==> config.mk <==
export PLATFORM = sky130hd
export DESIGN_NAME = mem_stage
export DESIGN_NICKNAME = d
export VERILOG_FILES = /design/src/rtl/cpu_types_pkg.sv /design/src/rtl/mem_req_fsm.sv /design/src/rtl/mem_stage.sv
export SDC_FILE = /design/constraint.sdc
export NUM_CORES = 1
export LEC_CHECK = 0
export CORE_MARGIN = 10
export CORE_UTILIZATION = 47
export DETAILED_ROUTE_END_ITERATION = 10
export GPL_TIMING_DRIVEN = 0
export PLACE_DENSITY = 0.87
export SYNTH_ARGS = -nofsm -noshare
export SYNTH_HDL_FRONTEND = slang
export SYNTH_SLANG_ARGS = --single-unit
==> constraint.sdc <==
create_clock -name CLK -period 11.15 [get_ports CLK]
set_input_delay 3.345 -clock CLK [delete_from_list [all_inputs] [get_ports CLK]]
set_output_delay 3.345 -clock CLK [all_outputs]
set_load 0.03 [all_outputs]
==> src/rtl/cpu_types_pkg.sv <==
`default_nettype none
// ============================================================================
//  cpu_types_pkg
//  Types shared by the execute and memory stages of the 5-stage MIPS pipeline.
//  Revision: 1.0
// ============================================================================
package cpu_types_pkg;

  typedef enum logic [2:0] {
    PC_NXT = 3'd0,
    PC_BEQ = 3'd1,
    PC_BNE = 3'd2,
    PC_J   = 3'd3,
    PC_JR  = 3'd4,
    PC_JAL = 3'd5
  } pcsrc_t;

  typedef struct packed {
    logic        halt;
    logic [4:0]  wsel;
    logic        RegWr;
    logic        MemToReg;
    logic        WrLinkReg;
    logic        MemRd;
    logic        MemWr;
    pcsrc_t      PCSrc;
    logic [31:0] aluOut;
    logic        zero;
    logic [31:0] rdat1;
    logic [31:0] rdat2;
    logic [31:0] b_addr;
    logic [31:0] j_addr;
    logic [31:0] pc;
  } ex_out_t;

  typedef struct packed {
    logic        RegWr;
    logic [4:0]  wsel;
    logic [31:0] wdat;
    logic        halt;
  } wb_t;

  localparam logic [1:0] ST_IDLE   = 2'd0;
  localparam logic [1:0] ST_ACCESS = 2'd1;
  localparam logic [1:0] ST_DONE   = 2'd2;

  typedef enum logic [1:0] {
    MS_IDLE   = ST_IDLE,
    MS_ACCESS = ST_ACCESS,
    MS_DONE   = ST_DONE
  } mem_state_t;

  function automatic logic is_mem_op(input ex_out_t e);
    return e.MemRd | e.MemWr;
  endfunction

endpackage
`default_nettype wire

==> src/rtl/mem_req_fsm.sv <==
`default_nettype none
// ============================================================================
//  mem_req_fsm
//  Data-cache request sequencer: state, request strobes, load buffer, stall count.
//  Revision: 1.0
// ============================================================================
module mem_req_fsm
  import cpu_types_pkg::*;
#(
  parameter int CNT_W = 16
) (
  input  logic             CLK,
  input  logic             RST,
  input  logic             adv_i,
  input  logic             start_i,
  input  logic             rd_i,
  input  logic             wr_i,
  input  logic             dhit_i,
  input  logic [31:0]      dmemload_i,
  output mem_state_t       state_o,
  output logic             dmemREN_o,
  output logic             dmemWEN_o,
  output logic [31:0]      load_buf_o,
  output logic [CNT_W-1:0] stall_cnt_o
);

  localparam logic [CNT_W-1:0] c_cnt_one = {{(CNT_W-1){1'b0}}, 1'b1};

  mem_state_t       state_q, state_d;
  logic [31:0]      load_buf_q, load_buf_d;
  logic [CNT_W-1:0] cnt_q, cnt_d;
  logic             in_access;
  logic             rd_eff;

  assign in_access = (state_q == MS_ACCESS);
  // A write request takes priority over a simultaneous read flag.
  assign rd_eff    = rd_i & ~wr_i;

  always_comb begin
    state_d    = state_q;
    load_buf_d = load_buf_q;
    cnt_d      = cnt_q;
    case (state_q)
      MS_ACCESS: begin
        if (cnt_q != {CNT_W{1'b1}}) cnt_d = cnt_q + c_cnt_one;
        if (dhit_i) begin
          state_d = MS_DONE;
          if (rd_eff) load_buf_d = dmemload_i;
        end
      end
      default: begin
        if (adv_i) state_d = start_i ? MS_ACCESS : MS_IDLE;
      end
    endcase
  end

  always_ff @(posedge CLK or posedge RST) begin
    if (RST) begin
      state_q    <= MS_IDLE;
      load_buf_q <= '0;
      cnt_q      <= '0;
    end else begin
      state_q    <= state_d;
      load_buf_q <= load_buf_d;
      cnt_q      <= cnt_d;
    end
  end

  assign state_o     = state_q;
  assign dmemREN_o   = in_access & rd_eff;
  assign dmemWEN_o   = in_access & wr_i;
  assign load_buf_o  = load_buf_q;
  assign stall_cnt_o = cnt_q;

endmodule
`default_nettype wire

==> src/rtl/mem_stage.sv <==
`default_nettype none
// ============================================================================
//  mem_stage
//  MIPS memory stage: EX/MEM register, branch resolution, cache access, writeback.
//  Revision: 1.0
// ============================================================================
module mem_stage
  import cpu_types_pkg::*;
#(
  parameter int CNT_W = 16
) (
  input  logic             CLK,
  input  logic             RST,
  input  ex_out_t          ex_in,
  input  logic             ex_valid,
  input  logic             hold_i,
  input  logic             dhit,
  input  logic [31:0]      dmemload,
  output logic             dmemREN,
  output logic             dmemWEN,
  output logic [31:0]      dmemaddr,
  output logic [31:0]      dmemstore,
  output logic             mem_stall,
  output logic             br_taken,
  output logic [31:0]      npc,
  output wb_t              wb_out,
  output logic             wb_valid,
  output logic             halt_o,
  output logic [CNT_W-1:0] stall_cnt
);

  ex_out_t     exm_q, exm_d;
  logic        valid_q, valid_d;
  logic        halt_q, halt_d;
  mem_state_t  state;
  logic [31:0] load_buf;
  logic        adv;
  logic        start;
  logic        halt_blk;
  logic        br_cond;
  logic [31:0] wdat;

  assign mem_stall = (state == MS_ACCESS);
  assign adv       = ~mem_stall & ~hold_i;
  // A halt already sitting in the register blocks the op loaded behind it.
  assign halt_blk  = halt_q | (valid_q & exm_q.halt);
  assign start     = ex_valid & is_mem_op(ex_in) & ~halt_blk;

  always_comb begin
    exm_d   = exm_q;
    valid_d = valid_q;
    if (adv) begin
      exm_d   = ex_in;
      valid_d = ex_valid;
    end
  end

  assign halt_d = halt_q | (wb_valid & exm_q.halt);

  always_ff @(posedge CLK or posedge RST) begin
    if (RST) begin
      exm_q   <= '0;
      valid_q <= 1'b0;
      halt_q  <= 1'b0;
    end else begin
      exm_q   <= exm_d;
      valid_q <= valid_d;
      halt_q  <= halt_d;
    end
  end

  mem_req_fsm #(
    .CNT_W (CNT_W)
  ) u_req (
    .CLK         (CLK),
    .RST         (RST),
    .adv_i       (adv),
    .start_i     (start),
    .rd_i        (exm_q.MemRd),
    .wr_i        (exm_q.MemWr),
    .dhit_i      (dhit),
    .dmemload_i  (dmemload),
    .state_o     (state),
    .dmemREN_o   (dmemREN),
    .dmemWEN_o   (dmemWEN),
    .load_buf_o  (load_buf),
    .stall_cnt_o (stall_cnt)
  );

  always_comb begin
    br_cond = 1'b0;
    npc     = '0;
    case (exm_q.PCSrc)
      PC_BEQ: begin
        br_cond = exm_q.zero;
        npc     = exm_q.b_addr;
      end
      PC_BNE: begin
        br_cond = ~exm_q.zero;
        npc     = exm_q.b_addr;
      end
      PC_J, PC_JAL: begin
        br_cond = 1'b1;
        npc     = exm_q.j_addr;
      end
      PC_JR: begin
        br_cond = 1'b1;
        npc     = exm_q.rdat1;
      end
      default: ;
    endcase
  end

  // Gating with hold_i makes a held branch redirect once, when released.
  assign br_taken = valid_q & ~hold_i & br_cond;

  always_comb begin
    wdat = exm_q.aluOut;
    if (exm_q.MemToReg)       wdat = load_buf;
    else if (exm_q.WrLinkReg) wdat = exm_q.pc + 32'd4;
  end

  assign wb_valid  = valid_q & ~mem_stall;
  assign wb_out    = '{RegWr: exm_q.RegWr, wsel: exm_q.wsel, wdat: wdat, halt: exm_q.halt};
  assign dmemaddr  = exm_q.aluOut;
  assign dmemstore = exm_q.rdat2;
  assign halt_o    = halt_q;

endmodule
`default_nettype wire

==> impl_results.md <==
* Status: completed
* Nets at around 1700
* Synth-to-Final Area Change at 44.6%
* Synth unique cells at 45
* Power, Total at 5700 µW
* Vert. Die Dim at roughly 180 µm
* Final Cell Area at roughly 18000 µm²
* Setup crit start: hold_i
* Final hold vios at 0
* Clock-pin slew on the worst setup and hold paths at 0.06 ns
* Die Wd at ~180 µm
* Mux cell area share after synthesis at 0.227
* Cts bufs inserted at 28
* Worst reg2reg setup slack at roughly 9.0 ns
* Initial antenna violation count at 10
* Peak supply drop at 0.241 mV
* Die Area at 33000 µm²
* Reg area at 6480 µm²
* Post-synthesis xor/xnor area fraction at 0.0257
* Vias post-DR at 9881
* Top-count cell post-synth: dfrtp_1
* # Max-Cap Violations at 0
* Synthesized flop and latch total at approximately 260
* RSZ-0062 raised after global routing: no
* Fin crit share at 0.732
* Placed cell area at ~17000 µm²
* Mapped Cells at 974
* Avg Cell Area, Syn at about 13 µm²
* WL final at approximately 40000 µm
* Seq/Total Area, Yosys at 0.528
* Yosys top cell area share at 0.528
* Leak at about 0.0073 µW
* PD cells at 321 nW/µm²
* Initial Util at 0.474
* Fmax at roughly 120 MHz
* DRC violations left at 0
* CTS sink count at 259
* Critical Path Source Type: input pin
* Type of the tightest min-delay check: flop to flop
* First-pass GRT wire length at around 63000 µm
* Clock Latency Late Sink at between 0.5 and 0.6 ns
* Synthesized cell area at roughly 12000 µm²
* Overflow after GRT at 0
* Root Driver: clkbuf_16
* Crit path to: br_taken
* CP required at approximately 8 ns
* Post-CTS setup buffer count at 0
* FF-to-FF Start: u_req.state_o[0]
* Largest family of logic cells by synthesized area: multiplexers
* Fillers at 1864
* Top-level port count at ~400
* Slew Viols, Final at 0
* Post-DP HPWL at ~30000 µm
* Global Route Usage Sum at 0.238
* CP endpoint kind: output port
* Largest net degree at the start of global routing at 130
* Minimum clock period at 8.16 ns
* Vias in the first global route at 10700
* Core area at approximately 26000 µm²
* Async SR Flop Fraction at 1.00
* Slew of the pin with the lowest slew margin at 0.814 ns
* DR pass1 iterations at 5
* Final GP Congestion at 0.840
* Post-Synth Simple-Gate Area at 0.0556
* CTS resizes at 0
* Port bufs at 400
* Primary FF master, synth: dfrtp_1
* Antenna-violating nets left at 0
* WL per Instance at approximately 23 µm
* Ratio of cells with drive above 1 in the final layout at 0.282
* Area leader, netlist: dfrtp_1
* Syn_nets at about 1200
* CTS tree: done
* Critical path arrival at between 4 and 5 ns
* Post-synthesis compound-gate area fraction at 0.0914
* Yosys warns at 0
* Htree depth at 1
* Hold-fix buffers at CTS at 0
* Worst Path Max Fanout at 5
* Top post-synthesis cells by count: dfrtp_1, mux2_2, buf_4
* Clk buf depth at 3
* Number of synthesized flops with an enable pin at 0
* Endpoints failing setup at 0
* Setup Skew at between 0.02 and 0.03 ns
* Top post-synthesis cells by area: dfrtp_1, mux2_2, buf_4
* Via-to-Cell Ratio at between 5 and 6
* R2R Path End: exm_q[69]
* Iteration-0 DRC Markers at between 700 and 800
* Worst R2R Path Depth at 6
* Type of the worst setup path: input pin to output port
* Rel. slew slack at 0.455
* FP Rows at 59
* Synth Area in Adders at 0.00204
* Multi-input logic area at ~5000 µm²
## routing by layer
layer | global-route usage | wire, µm | vias to the layer above
li1 | - | - | 4374
met1 | 0.276 | 15600 | 4951
met2 | 0.406 | 20400 | 467
met3 | 0.0688 | 3500 | 87
met4 | 0.0924 | 1450 | 2
met5 | 0 | 13 | -
## logic make-up after synthesis
logic type | after synthesis
simple gates | 125
buf+inv | 137
flops | 259
xor+xnor | 36
compound gates | 167
mux | 248
fa+ha+maj | 2
## power breakdown
| group | total (µW) | switching, µW | internal (µW) |
|---|---|---|---|
| clock | 962 | 383 | 579 |
| sequential | 1700 | 334 | 1370 |
| combinational | 3040 | 1610 | 1420 |
| total | 5700 | 2330 | 3370 |
## through the flow
stage | utilization | setup WS [ns] | TNS, ns | cells | hold slack (ns)
detailed placement | 0.647 | 2.99 | 0 | 1711 | 0.469
CTS | 0.684 | 2.99 | 0 | 1763 | 0.509
global route | 0.685 | 2.96 | 0 | 1771 | 0.522
global placement | 0.645 | -2.70 | -691.05 | 1709 | 0.469
finish | 0.685 | 2.99 | 0 | 1774 | 0.507
floorplan | - | 0.678 | 0 | 974 | 0.472
## sequential cells by signal, indices dropped and copies added (netlist names)
signal and count:
dmemaddr 32, dmemstore 32, exm_q 136, halt_o 1, u_req.load_buf_o 32, u_req.stall_cnt_o 16, u_req.state_o 2, valid_q 1
wb_out 7
## layout by cell type (no fill, tap or decap), types with 11 or more instances in the layout
master / n
xnor2_1: 13
buf_2: 11
diode_2: 11
nand2_1: 33
clkbuf_1: 31
nor2_1: 24
a221oi_1: 32
dfrtp_1: 259
a21oi_1: 36
xor2_1: 23
clkbuf_16: 29
o21ai_0: 29
nand4_1: 15
a22oi_1: 50
buf_4: 92
clkdlybuf4s50_1: 400
mux2_2: 241
nand3_1: 19
## worst min path at each step
stage                                    start                   end  slack, ns  cells after the start
after floorplan                     exm_q[197]            exm_q[197]       0.47                      1
after global placement                  halt_o                halt_o       0.47                      1
after detailed placement                halt_o                halt_o       0.47                      1
after CTS                 u_req.load_buf_o[12]  u_req.load_buf_o[12]       0.51                      1
after global routing                exm_q[156]            exm_q[156]       0.52                      1
final                            dmemstore[13]         dmemstore[13]       0.51                      1
## critical path, cell delays in order
cell and delay, ns:
clkdlybuf4s50_1 0.49, nor3b_1 0.24, clkdlybuf4s50_1 0.74
## final cells by class
cell class,count,share of cell area
sequential,259,0.365
clock buffer,42,0.0487
inverter,6,0.00169
timing repair buffer,402,0.229
multi-input combinational,578,0.278
antenna,11,0.00155
tap,335,0.0236
clock inverter,10,0.00564
buffer,131,0.0479
No activity file was read; power rests on OpenSTA's default activity.
